### config.mk
export PLATFORM = sky130hd
export DESIGN_NAME = pc_fetch_unit
export DESIGN_NICKNAME = d
export VERILOG_FILES = /design/src/rtl/pc_fetch_unit.sv
export SDC_FILE = /design/constraint.sdc
export NUM_CORES = 1
export LEC_CHECK = 0
export BUFFER_PORTS_ARGS = -buffer_cell sky130_fd_sc_hd__buf_4
export CORE_MARGIN = 2
export CORE_UTILIZATION = 35
export DETAILED_ROUTE_END_ITERATION = 8
export SYNTH_ARGS = -nofsm -noshare
export SYNTH_HDL_FRONTEND = slang
export SYNTH_SLANG_ARGS = --single-unit
### constraint.sdc
create_clock -name Clk -period 7.17 [get_ports Clk]
set_input_delay 1.434 -clock Clk [delete_from_list [all_inputs] [get_ports Clk]]
set_output_delay 1.434 -clock Clk [all_outputs]
set_load 0.05 [all_outputs]
### src/rtl/pc_fetch_unit.sv
// pc_fetch_unit: program-counter register and instruction-fetch sequencer.
// Forms sequential, branch, jump and JR targets and runs a req/ack fetch
// handshake with instruction memory. It presents Instr/PC/PCPlus4 to decode.
module pc_fetch_unit #(
  parameter logic [31:0] RESET_PC = 32'h0000_0000
) (
  input  logic        Clk,
  input  logic        Rst_n,
  input  logic        Jump,
  input  logic [25:0] JumpIdx,
  input  logic        Branch,
  input  logic [15:0] BranchOff,
  input  logic        JumpReg,
  input  logic [31:0] RegTarget,
  input  logic        Stall,
  input  logic        ImemAck,
  input  logic [31:0] ImemData,
  output logic        ImemReq,
  output logic [31:0] ImemAddr,
  output logic [31:0] Instr,
  output logic        InstrValid,
  output logic [31:0] PC,
  output logic [31:0] PCPlus4,
  output logic        AddrErr
);

  typedef enum logic [1:0] {
    S_IDLE = 2'd0,
    S_REQ  = 2'd1,
    S_HOLD = 2'd2
  } state_t;

  // RESET_PC is expected to be word aligned; the low bits are forced
  // clear so that a bad override still yields an aligned fetch address.
  localparam logic [31:0] RESET_PC_ALIGNED = {RESET_PC[31:2], 2'b00};

  state_t      state_q;
  state_t      state_d;
  logic [31:0] pc_q;
  logic [31:0] pc_next;
  logic [31:0] pc_plus4;
  logic [31:0] branch_tgt;
  logic [31:0] jump_tgt;
  logic [31:0] jr_tgt;
  logic [31:0] branch_disp;
  logic [31:0] instr_q;
  logic        instr_valid_q;
  logic        addr_err_q;
  logic        pc_load;
  logic        instr_load;
  logic        addr_err_d;

  // Candidate targets; all adds wrap modulo 2^32 without any flag.
  always_comb begin
    pc_plus4    = pc_q + 32'd4;
    branch_disp = {{14{BranchOff[15]}}, BranchOff, 2'b00};
    branch_tgt  = pc_plus4 + branch_disp;
    jump_tgt    = {pc_plus4[31:28], JumpIdx, 2'b00};
    jr_tgt      = {RegTarget[31:2], 2'b00};
  end

  // Next-PC selection: JumpReg over Jump over Branch over sequential.
  always_comb begin
    pc_next = pc_plus4;
    if (JumpReg) begin
      pc_next = jr_tgt;
    end else if (Jump) begin
      pc_next = jump_tgt;
    end else if (Branch) begin
      pc_next = branch_tgt;
    end
  end

  // Fetch sequencer next-state and datapath load enables.
  always_comb begin
    state_d    = state_q;
    pc_load    = 1'b0;
    instr_load = 1'b0;
    addr_err_d = 1'b0;
    unique case (state_q)
      S_IDLE: begin
        state_d = S_REQ;
      end
      S_REQ: begin
        if (ImemAck) begin
          instr_load = 1'b1;
          state_d    = S_HOLD;
        end
      end
      S_HOLD: begin
        // Redirect inputs matter only on the advancing cycle; a stall
        // freezes everything including the redirect decision.
        if (!Stall) begin
          pc_load    = 1'b1;
          addr_err_d = JumpReg & (RegTarget[1:0] != 2'b00);
          state_d    = S_REQ;
        end
      end
      default: begin
        state_d = S_IDLE;
      end
    endcase
  end

  // Sequencer state register.
  always_ff @(posedge Clk) begin
    if (!Rst_n) begin
      state_q <= S_IDLE;
    end else begin
      state_q <= state_d;
    end
  end

  // PC, fetched instruction, valid flag and misaligned-JR pulse.
  always_ff @(posedge Clk) begin
    if (!Rst_n) begin
      pc_q          <= RESET_PC_ALIGNED;
      instr_q       <= '0;
      instr_valid_q <= 1'b0;
      addr_err_q    <= 1'b0;
    end else begin
      addr_err_q <= addr_err_d;
      if (pc_load) begin
        pc_q          <= pc_next;
        instr_valid_q <= 1'b0;
      end
      if (instr_load) begin
        instr_q       <= ImemData;
        instr_valid_q <= 1'b1;
      end
    end
  end

  // Output mapping.
  always_comb begin
    ImemReq    = (state_q == S_REQ);
    ImemAddr   = pc_q;
    Instr      = instr_q;
    InstrValid = instr_valid_q;
    PC         = pc_q;
    PCPlus4    = pc_plus4;
    AddrErr    = addr_err_q;
  end

endmodule
# Yosys cells after proc, flatten, opt, wreduce, memory -nomap -nowiden
# Index checks and enable logic that the tools add are counted.
[totals]
input_bits = 113
wordCells = 31
regBits = 68
output_inout_bits = 131
[classes]
add_sub_neg = 2
n_reduce_logical = 5
bitwise_logic = 3
n_eq_ne = 4
n_mux = 12
[op_table]
columns = ["cell", "count"]
rows = [
  ["$mux 32", 3],
  ["$add 32x3->32 const B", 1],
  ["$add 32x32->32", 1],
  ["$mux 1", 6],
  ["$pmux 2 s3", 1],
  ["$mux 2", 2],
  ["$ne 2x2->1 const B", 2],
  ["$reduce_bool 2->1", 2],
  ["$reduce_or 3->1", 1],
  ["$eq 2x1->1 const B", 1],
  ["$eq 2x2->1 const B", 1],
  ["$logic_not 2->1", 1],
  ["$not 1->1", 2],
  ["$reduce_and 2->1", 1],
  ["$and 1x1->1", 1],
]

# Longest topological paths before layout
[logic_depth]
word_depth = 5
ltp_mapped = 19
mapped_depth_nobuf = 18

# Worst setup path after synthesis
# OpenSTA, ideal clock, no wires.
[synth_path]
kind = "register -> register"
startpoint = "register pc_q[2], in the netlist ImemAddr[2]"
endpoint = "register pc_q[31], in the netlist ImemAddr[31]"
required_time_ns = 7.050
path_buffers = 1
arrival_time_ns = 4.925
path_slack_ns = 2.125
stages_incl_launch_ff = 20
synth_period_minus_slack_ns = 5.045
cell_sequence = "dfxtp_1 -> ha_1 -> nand4_1 -> nor2_1 -> nand3_1 -> nor2_2 -> and2_1 -> nand4_1 -> xnor2_1 -> ha_1 -> clkbuf_1 -> and3_1 -> a21boi_0 -> o21ai_0 -> nand2_1 -> a21o_1 -> inv_1 -> mux4_2 -> o211ai_1 -> o21ai_1"
[synth_via]
elab_chain_cells = 5
[synth_rtl]
columns = ["element", "line", "rtl"]
rows = [
  ["from (decl)", "39", "logic [31:0] pc_q;"],
  ["from (signal assigned)", "124", "pc_q <= pc_next;"],
  ["$add 32x3->32", "55", "pc_plus4 = pc_q + 32'd4;"],
  ["via PCPlus4[26]", "23", "output logic [31:0] PCPlus4,"],
  ["$add 32x32->32", "57", "branch_tgt = pc_plus4 + branch_disp;"],
  ["$mux 32", "69", "end else if (Branch) begin"],
  ["$mux 32", "67", "end else if (Jump) begin"],
  ["$mux 32", "65", "if (JumpReg) begin"],
]
# The timed path passes the listed nets, and every way through them passes these cells.
# A chain may end at the register's enable or synchronous reset.

# Final worst setup path
[layout_path]
startpoint = "register pc_q[2], in the netlist ImemAddr[2]"
endpoint = "register pc_q[31], in the netlist ImemAddr[31]"
[layout_via]
elab_chain_cells = 5
[layout_rtl]
columns = ["element", "line"]
rows = [
  ["$add 32x3->32 (*)", "55"],
  ["$add 32x32->32", "57"],
  ["$mux 32", "69"],
  ["$mux 32 (*)", "67"],
  ["$mux 32 (*)", "65"],
]
# Every way passes the cells marked *; elsewhere a longest branch is shown, timed or not.

==> impl_metrics.csv <==
group,metric,value,unit
final_layout,drive_gt1_share,27.6,%
logic_synthesis,ys_warn_count,0,
sta,rsz0062_at_grt,"no",
die,die_w,132,um
route,drc_errors,0,
logic_synthesis,yosys.cell_types.count,65,
sta,setup_viol,0,
clock_network,ctsHoldBuffers,0,
final_layout,nets,1108,
sta,worst_slack,2.64,ns
logic_synthesis,synthAdderAreaFrac,8.21,%
job,cap_violations,0,
global_routing,globalRoute.totalOverflow,0,
logic_synthesis,synth_top_family_by_area,"compound AO/OA/AOI/OAI gates",
sta,relSlewSlack,41.9,%
logic_synthesis,ys.flop_type,"dfxtp_1",
global_routing,grt_pass1_wl,33.2,mm
route,drt-initial-drc-count,515,
clock_network,cts.sinks,66,
sta,slew_viol_final,0,
sta,fmax,0.221,GHz
logic_synthesis,synth-simple-area-share,23.3,%
route,via_per_inst,5.36,
final_layout,antennaDiodeCount,0,
route,routedWlPerCell,18.2,um
logic_synthesis,synthArstFlopShare,0,%
clock_network,post-cts-setup-buffers,0,
power,ir_drop,0.114,mV
power,power_density,160,mW/mm^2
logic_synthesis,syn_area,0.00573,sq mm
min_path,min_path_type,"reg2reg",
worst_setup_path,crit_required,7.40,ns
clock_network,ctsRootBufferMaster,"clkbuf_16",
sta,min_period,4.53,ns
place,io_buffer_count,237,
die,die_h,132,um
sta,fin_tns_setup,0,ns
sta,worst_pin_slew,0.868,ns
clock_network,cts_made_buffers,9,
die,row_count,46,
logic_synthesis,ys_ff_latch,66,
sta,hold_viol_final,0,
worst_setup_path,arrival,4.76,ns
sta,skew,0.00909,ns
logic_synthesis,synthMuxAreaShare,1.97,%
logic_synthesis,syn_inst,781,
worst_setup_path,worstSetupPathType,"reg2reg",
logic_synthesis,syn_avg_cell_area,7.34,sq um
place,finalWeightedCongestion,0.931,
clock_network,htree_levels,3,
clock_network,cts_max_path_buffers,2,
place,hpwlAfterDp,16.1,mm
power,p_leak,3.61,nW
global_routing,grt_max_degree,69,
route,postRouteAntennaNets,0,
die,ios,244,
logic_synthesis,synth-seq-area-share,23.1,%
worst_setup_path,start_kind,"register",
status,outcome,"finished clean",
route,vias,6318,
die,coreArea,0.0159,sq mm
clock_network,postCtsResizedCells,0,
die,start_util,35.9,%
clock_network,clk_pin_slew,0.06,ns
route,drt-total-wl,21.5,mm
worst_setup_path,cp_max_fo,9,
logic_synthesis,synth-edff-count,0,
worst_setup_path,endpoint_kind,"register",
final_layout,multiInputGateArea,0.00391,sq mm
clock_network,cts_tree,"done",
final_layout,regArea,0.00132,sq mm
final_layout,syn2layout_area_growth,34.5,%
die,die_area,0.0174,sq mm
route,drt_first_pass_iters,5,
logic_synthesis,synth_xor_area_share,7.21,%
place,dpl_worst_slack,2.74,ns
global_routing,antenna_found_initial,0,
global_routing,grt_pass1_vias,5943,
final_layout,fillers,1650,
global_routing,track_usage,24.1,%
logic_synthesis,synth_compound_area_share,27.1,%
sta,fin_crit_sh,63.1,%
clock_network,clock_latency,0.35,ns
logic make-up (layout without fill, tap and decap cells):
logic type,after synthesis,count (layout)
AO/OA/AOI/OAI,233,233
XOR/XNOR,45,45
adder cells (fa/ha/maj),37,37
buffers and inverters,99,276
flip-flops,66,66
multiplexers,10,10
other,1,6
AND/OR/NAND/NOR,290,290
sequential cells by signal, summed over array words and instances, names as in the netlist:
name and flops:
InstrValid 1, AddrErr 1, Instr 32, state_q 2
ImemAddr 30
layout by cell type (no fill, tap or decap), drive strengths merged, types with 3 or more instances in the layout:
cell type  count
a211o          3
a211oi         8
a21boi        36
a21o           9
a21oi         58
a31oi          5
and3           8
and4           5
buf          241
clkbuf         9
conb           6
dfxtp         66
ha            36
inv           22
mux2i          9
nand2        126
nand3         35
nand4         12
nor2          58
nor2b          4
nor3          20
nor4           3
o211a          8
o211ai        14
o21a           6
o21ai         45
o21bai         8
o221ai         6
o311ai         3
o31ai          4
o41ai          3
or3            6
xnor2         31
xor2          14
worst paths after layout:
check / from / end / slack, ns / cells past startpoint
max: ImemAddr[2] / ImemAddr[31] / 2.64 / 18
min: Instr[19] / Instr[19] / 0.46 / 2
max reg2reg: ImemAddr[2] / ImemAddr[31] / 2.64 / 18
min reg2reg: Instr[19] / Instr[19] / 0.46 / 2
stage by stage:
stage	total power [mW]	hold slack (ns)	area, sq um	std cells	util, %
finish	1.23	0.462	7700	1179	48.3
global route	1.28	0.490	7700	1179	48.3
CTS	1.24	0.467	7700	1179	48.3
detailed placement	0.737	0.459	7380	1163	46.3
global placement	0.737	0.454	7380	1163	46.3
floorplan	0.621	0.524	5750	786	-
synth_stat cells, types with 3 or more instances:
cell type | instances | area (sq um)
buf_4 | 37 | 278
o41ai_1 | 3 | 26.3
xnor2_1 | 30 | 263
nand2_1 | 126 | 473
dfxtp_1 | 66 | 1320
o21bai_1 | 8 | 60.1
o221ai_1 | 6 | 52.6
o211ai_1 | 14 | 105
o21a_1 | 6 | 45.0
o21ai_0 | 43 | 215
nand4_1 | 11 | 68.8
o211a_1 | 8 | 80.1
nand3_1 | 35 | 175
xor2_1 | 14 | 123
and4_1 | 5 | 43.8
a21o_1 | 9 | 67.6
clkbuf_1 | 39 | 146
a211oi_1 | 8 | 60.1
ha_1 | 36 | 450
nor3_1 | 20 | 100
nor2_1 | 57 | 214
a21boi_0 | 36 | 270
mux2i_1 | 9 | 90.1
o311ai_0 | 3 | 26.3
o31ai_1 | 4 | 30.0
inv_1 | 19 | 71.3
a211o_1 | 3 | 26.3
a21oi_1 | 58 | 290
nor2b_1 | 4 | 25.0
a31oi_1 | 5 | 31.3
or3_1 | 6 | 37.5
buf_2 | 3 | 15.0
and3_1 | 8 | 50.1
nor4_1 | 3 | 18.8
cell type report:
type                    instances  area share [%]
clock buffers                   9            2.92
clock inverters                 7            1.30
inverters                      19           0.926
multi-input cells             621            50.7
flip-flops and latches         66            17.1
well taps                     216            3.51
repair buffers                241            23.5
worst max-delay path, stage by stage (launching register included):
cell and delay (ns):
dfxtp_1 0.51, ha_1 0.26, nand4_1 0.19, nor2_1 0.30, nand3_1 0.23, nor2_2 0.28, and2_1 0.22, nand4_1 0.12
xnor2_1 0.31, ha_1 0.39, and3_1 0.27, a21boi_0 0.14, o21ai_0 0.16, nand2_1 0.07, a21o_1 0.21, inv_1 0.09
mux4_2 0.49, o211ai_1 0.10, o21ai_1 0.09
power breakdown:
group | leakage [nW] | switching (mW) | internal (mW)
combinational | 2.91 | 0.210 | 0.125
clock | 0.161 | 0.191 | 0.308
sequential | 0.536 | 0.0140 | 0.381
total | 3.61 | 0.415 | 0.814
per-layer routing:
layer  share of wire, %  GRT usage (%)  routed length (um)  up-vias
met3                7.9           4.92                1690       27
li1                   -              -                   -     3126
met1                 45           32.4                9600     2908
met4                1.6           6.04                 345        0
met2                 46           39.4                9830      257
met5                  0              0                   0        -
Note: power is estimated with default switching activity, not from simulation.
